<file path="config.mk">
export PLATFORM = sky130hd
export DESIGN_NAME = dmem_arbiter
export DESIGN_NICKNAME = d
export VERILOG_FILES = /design/src/rtl/dmem_arbiter.sv
export SDC_FILE = /design/constraint.sdc
export NUM_CORES = 1
export LEC_CHECK = 0
export CAP_MARGIN = 20
export CORE_AREA = 2 2 137 139
export CTS_BUF_LIST = sky130_fd_sc_hd__clkbuf_16
export DETAILED_ROUTE_END_ITERATION = 6
export DIE_AREA = 0 0 139 141
export GPL_TIMING_DRIVEN = 0
export MAX_ROUTING_LAYER = met4
export PLACE_DENSITY = 0.67
export RECOVER_POWER = 50
export SKIP_LAST_GASP = 1
export SLEW_MARGIN = 40
export SYNTH_ARGS = -nofsm -noshare
export SYNTH_HDL_FRONTEND = slang
export SYNTH_SLANG_ARGS = --single-unit
</file>
<file path="constraint.sdc">
create_clock -name clk -period 1.68 [get_ports clk]
set_input_delay 0.252 -clock clk [delete_from_list [all_inputs] [get_ports clk]]
set_output_delay 0.252 -clock clk [all_outputs]
set_load 0.005 [all_outputs]
</file>
<file path="src/rtl/dmem_arbiter.sv">
// Round-robin arbiter sharing one synchronous word RAM between port A (CPU) and port B (DMA).
// Optional DMEM_ALIGN_CHECK_EN adds a_err/b_err and suppresses misaligned accesses.
module dmem_arbiter #(
  parameter int DEPTH = 128,
  parameter int AW    = 7
) (
  input  logic          clk,
  input  logic          rst_n,
  input  logic          a_req,
  input  logic          a_we,
  input  logic [31:0]   a_addr,
  input  logic [31:0]   a_wdata,
  output logic          a_gnt,
  output logic          a_rvalid,
  output logic [31:0]   a_rdata,
  input  logic          b_req,
  input  logic          b_we,
  input  logic [31:0]   b_addr,
  input  logic [31:0]   b_wdata,
  output logic          b_gnt,
  output logic          b_rvalid,
  output logic [31:0]   b_rdata,
  output logic          mem_ren,
  output logic          mem_wen,
  output logic [AW-1:0] mem_addr,
  output logic [31:0]   mem_wdata,
  input  logic [31:0]   mem_rdata,
`ifdef DMEM_ALIGN_CHECK_EN
  output logic          a_err,
  output logic          b_err,
`endif
  output logic          busy
);

  localparam int NP = 2;

  typedef enum logic [1:0] {S_IDLE, S_ACCESS, S_RESP} state_e;

  logic [NP-1:0]       req_v, we_v;
  logic [NP-1:0][31:0] addr_v, wdata_v;

  assign req_v   = {b_req, a_req};
  assign we_v    = {b_we, a_we};
  assign addr_v  = {b_addr, a_addr};
  assign wdata_v = {b_wdata, a_wdata};

  state_e              state_q, state_d;
  logic                owner_q, owner_d;
  logic                last_q, last_d;
  logic [NP-1:0]       gnt_q, gnt_d;
  logic [NP-1:0]       rvalid_q, rvalid_d;
  logic [NP-1:0]       err_q, err_d;
  logic [NP-1:0][31:0] rdata_q, rdata_d;
  logic                mem_ren_q, mem_ren_d;
  logic                mem_wen_q, mem_wen_d;
  logic [AW-1:0]       mem_addr_q, mem_addr_d;
  logic [31:0]         mem_wdata_q, mem_wdata_d;
  logic                pick, mis;

  always_comb begin
    state_d     = state_q;
    owner_d     = owner_q;
    last_d      = last_q;
    gnt_d       = '0;
    rvalid_d    = '0;
    err_d       = '0;
    rdata_d     = rdata_q;
    mem_ren_d   = 1'b0;
    mem_wen_d   = 1'b0;
    mem_addr_d  = mem_addr_q;
    mem_wdata_d = mem_wdata_q;
    // On a tie the port that did not win last time goes; otherwise the lone requester.
    pick        = (&req_v) ? ~last_q : req_v[1];
    mis         = 1'b0;
`ifdef DMEM_ALIGN_CHECK_EN
    mis         = |addr_v[pick][1:0];
`endif
    case (state_q)
      S_IDLE: begin
        if (|req_v) begin
          owner_d      = pick;
          gnt_d[pick]  = 1'b1;
          err_d[pick]  = mis;
          mem_ren_d    = ~we_v[pick] & ~mis;
          mem_wen_d    = we_v[pick] & ~mis;
          mem_addr_d   = addr_v[pick][AW+1:2];
          mem_wdata_d  = wdata_v[pick];
          state_d      = S_ACCESS;
        end
      end
      S_ACCESS: begin
        last_d  = owner_q;
        // Only a genuine read needs the response cycle.
        state_d = mem_ren_q ? S_RESP : S_IDLE;
      end
      S_RESP: begin
        rdata_d[owner_q]  = mem_rdata;
        rvalid_d[owner_q] = 1'b1;
        state_d           = S_IDLE;
      end
      default: state_d = S_IDLE;
    endcase
  end

  always_ff @(posedge clk or negedge rst_n) begin
    if (!rst_n) begin
      state_q     <= S_IDLE;
      owner_q     <= 1'b0;
      last_q      <= 1'b1;
      gnt_q       <= '0;
      rvalid_q    <= '0;
      err_q       <= '0;
      rdata_q     <= '0;
      mem_ren_q   <= 1'b0;
      mem_wen_q   <= 1'b0;
      mem_addr_q  <= '0;
      mem_wdata_q <= '0;
    end else begin
      state_q     <= state_d;
      owner_q     <= owner_d;
      last_q      <= last_d;
      gnt_q       <= gnt_d;
      rvalid_q    <= rvalid_d;
      err_q       <= err_d;
      rdata_q     <= rdata_d;
      mem_ren_q   <= mem_ren_d;
      mem_wen_q   <= mem_wen_d;
      mem_addr_q  <= mem_addr_d;
      mem_wdata_q <= mem_wdata_d;
    end
  end

  assign a_gnt     = gnt_q[0];
  assign b_gnt     = gnt_q[1];
  assign a_rvalid  = rvalid_q[0];
  assign b_rvalid  = rvalid_q[1];
  assign a_rdata   = rdata_q[0];
  assign b_rdata   = rdata_q[1];
  assign mem_ren   = mem_ren_q;
  assign mem_wen   = mem_wen_q;
  assign mem_addr  = mem_addr_q;
  assign mem_wdata = mem_wdata_q;
  assign busy      = (state_q != S_IDLE);

`ifdef DMEM_ALIGN_CHECK_EN
  assign a_err = err_q[0];
  assign b_err = err_q[1];
`else
  logic unused_err;
  assign unused_err = |err_q;
`endif

  // Address bits outside the word index are intentionally dropped (wrap modulo DEPTH).
  logic unused_addr;
  assign unused_addr = ^{a_addr[31:AW+2], a_addr[1:0], b_addr[31:AW+2], b_addr[1:0]};

endmodule

</file>
==> flow_summary.ini <==
[sta]
setup_viol = 0
finalCriticalPeriod_ns = 1.596
drv_slew = 0
rsz0062_at_grt = yes
finalHoldViolations = 0
finalSetupTns_ns = 0
worst_clock_skew_ns = 0.009770
maxSlewHeadroom = 0.5728
period_share = 0.9502
fmax_mhz = 626.5
tightest_slew_ns = 0.6409

[yosys]
syn_area_um2 = 4451
synth_top_family_by_area = multiplexers
synth_seq_cells = 113
synth.avg_cell_area_um2 = 14.84
yosys.area_share.xor_xnor = 0
synthAdderAreaFrac = 0
synth_compound_area_frac = 0.09615
synth_simple_gate_area_frac = 0.06888
netlist_instances = 300
synth_cell_types = 21
synth_warnings = 0
syn-num-nets = 466
muxShareOfSynthArea = 0.1645
ys_seq_area_frac = 0.6356

[floorplanning]
core_area_um2 = 18270
initial_core_util = 0.2436
die_h_um = 141
ios = 276
dieArea_um2 = 19600
core.rowCount = 50
die_w_um = 139

[power]
clkPwrFrac = 0.234
ir_drop_mv = 0.7009
p_int_mw = 9.234
p_per_area_nw_per_um2 = 1666
switching_power_mw = 3.425
pwr-share-comb = 0.392
p_leak_nw = 3.349
p_sw_frac = 0.2705
seqPwrFrac = 0.374

[cts]
h-tree-depth = 4
tritoncts = yes
clock-sinks = 113
root_buffer = clkbuf_16
clk_path_buf_depth = 2
cts_made_buffers = 17
clk_pin_slew_ns = 0.05
clk_latency_ns = 0.40

[grt]
grt_max_degree = 71
grt_overflow = 0
top_usage_layer = met2
grt_use_met1 = 0.1633
grtUsageMet3 = 0.05027
grt_pass1_wl_um = 20690
antenna_found_initial = 0
gr-usage-met2 = 0.2222
grt.total_usage = 0.1387
grt_pass1_vias = 3850

[detailed_routing]
wl_per_cell_um = 16.21
drc = 0
num_vias = 3597
wl_um = 12970
drt_iter0_drc = 110
drtPass1Iterations = 4
ant_nets = 0
viasPerCell = 4.496

[final_layout]
antenna_cells = 0
area_growth_pct = 70.71
fin_util = 0.4159
final_cell_mix = clkdlybuf4s50_1 (223), dfrtp_1 (111), mux2_2 (63), and3_1 (40), a221o_1 (39)
final_nets = 720
fill_cells = 1713
drive_above_1_share = 0.2049
layout_commonest_cell = clkdlybuf4s50_1

[critical_path]
end_kind = primary output
critPathKind = flip-flop to primary output
cp-start-kind = flip-flop
cp_data_arrival_time_ns = 1.34
required_ns = 1.43
cp_max_fo = 3
regToRegSetupSlack_ns = 0.09

[worst_hold_path]
hold_path.class = primary input to async pin

[placed_design]
port_buffers = 225
gp_congestion = 0.7571
hpwl_um = 9733

[outcome]
status = complete, no violations

[flow_run]
cap_violations = 0
[power by group through the flow]
stage	logic, mW	clock network [mW]	registers (mW)
2_1_floorplan	1.56	0	4.75
3_3_place_gp	4.87	0	4.69
3_5_place_dp	4.96	0	4.74
4_1_cts	5.04	3.06	4.74
5_1_grt	5.32	3.21	4.90
6_report	4.96	2.96	4.73
[routing by layer]
metal | vias up | wire length (um) | share of wire
li1 | 1644 | - | -
met3 | 10 | 1002 | 0.077
met1 | 1764 | 5534 | 0.43
met5 | - | 0 | 0
met4 | 0 | 163 | 0.013
met2 | 179 | 6265 | 0.48
[final timing paths]
kind / to / from / cells past startpoint
worst max-delay path: busy / state_q[0] / 4
min in group clk: mem_wdata[15] / a_wdata[15] / 2
worst min-delay path: a_rdata[24] / rst_n / 2
worst max register to register: mem_addr[2] / last_q / 4
worst min register to register: a_rdata[4] / a_rdata[4] / 1
max in group asynchronous: state_q[0] / rst_n / 3
[final cells by class]
class                   count  area (um^2)  share of cell area
plain buffers              23        147.6             0.01943
clock buffers              17        425.4             0.05599
clock inverters            14        63.81            0.008399
inverters                   6        22.52            0.002964
multi-input cells         158         1478              0.1945
flip-flops and latches    113         2830              0.3725
well taps                 234        292.8             0.03854
repair buffers            235         2337              0.3076
[flip-flops by register name, summed over array words and instances, names as in the netlist]
signal     flops
owner_q        1
a_rdata       32
b_rdata       32
state_q        2
mem_wdata     32
last_q         1
gnt_q          2
mem_addr       7
rvalid_q       2
mem_wen        1
mem_ren        1
[metrics by stage]
step	instances	area, um^2	hold slack [ns]	power [mW]	setup WS [ns]
floorplan	300	4451	-0.04359	6.315	0.2611
global placement	759	6995	0.4693	9.563	-3.971
detailed placement	760	7028	0.1656	9.700	-0.3449
CTS	798	7594	0.3282	12.85	-0.07801
global route	800	7597	0.3331	13.42	-0.007509
finish	800	7597	0.3267	12.66	0.08372
[cells by family (layout without fill, tap and decap cells)]
kind of cell | Yosys count | in the layout
and+or+nand+nor | 49 | 49
muxes | 65 | 65
buffers and inverters | 29 | 295
DFF | 113 | 113
AOI/OAI and AO/OA | 44 | 44
[worst max-delay path: stages, from the launching register on]
cell and delay, ns:
dfrtp_2 0.41, nor2_4 0.13, buf_8 0.11, inv_2 0.04
dlygate4sd2_1 0.25
[cell usage after synthesis, drive strengths merged]
cell type | n | area share
a21boi | 1 | 0.0017
nand3b | 1 | 0.0017
nor2 | 4 | 0.0039
and3 | 40 | 0.056
dfrtp | 112 | 0.63
nor3b | 1 | 0.0028
clkbuf | 12 | 0.010
mux2 | 65 | 0.16
buf | 11 | 0.020
nand2b | 2 | 0.0028
dfstp | 1 | 0.0059
a32oi | 2 | 0.0039
o21ai | 1 | 0.0011
a221o | 39 | 0.088
and2 | 1 | 0.0014
a21o | 1 | 0.0017
inv | 6 | 0.0051
[timing repair]
item | 4_1_cts | 5_1_grt
hold buffers | 1 | 0
pin swaps | 2 | 1
buffers inserted | 6 | 2
endpoints found under the hold margin | 43 | 0
resized for setup | 8 | 9
endpoints found under the setup margin | 62 | 48
gates cloned | 0 | 0
Power figures use the tool's default switching activity.
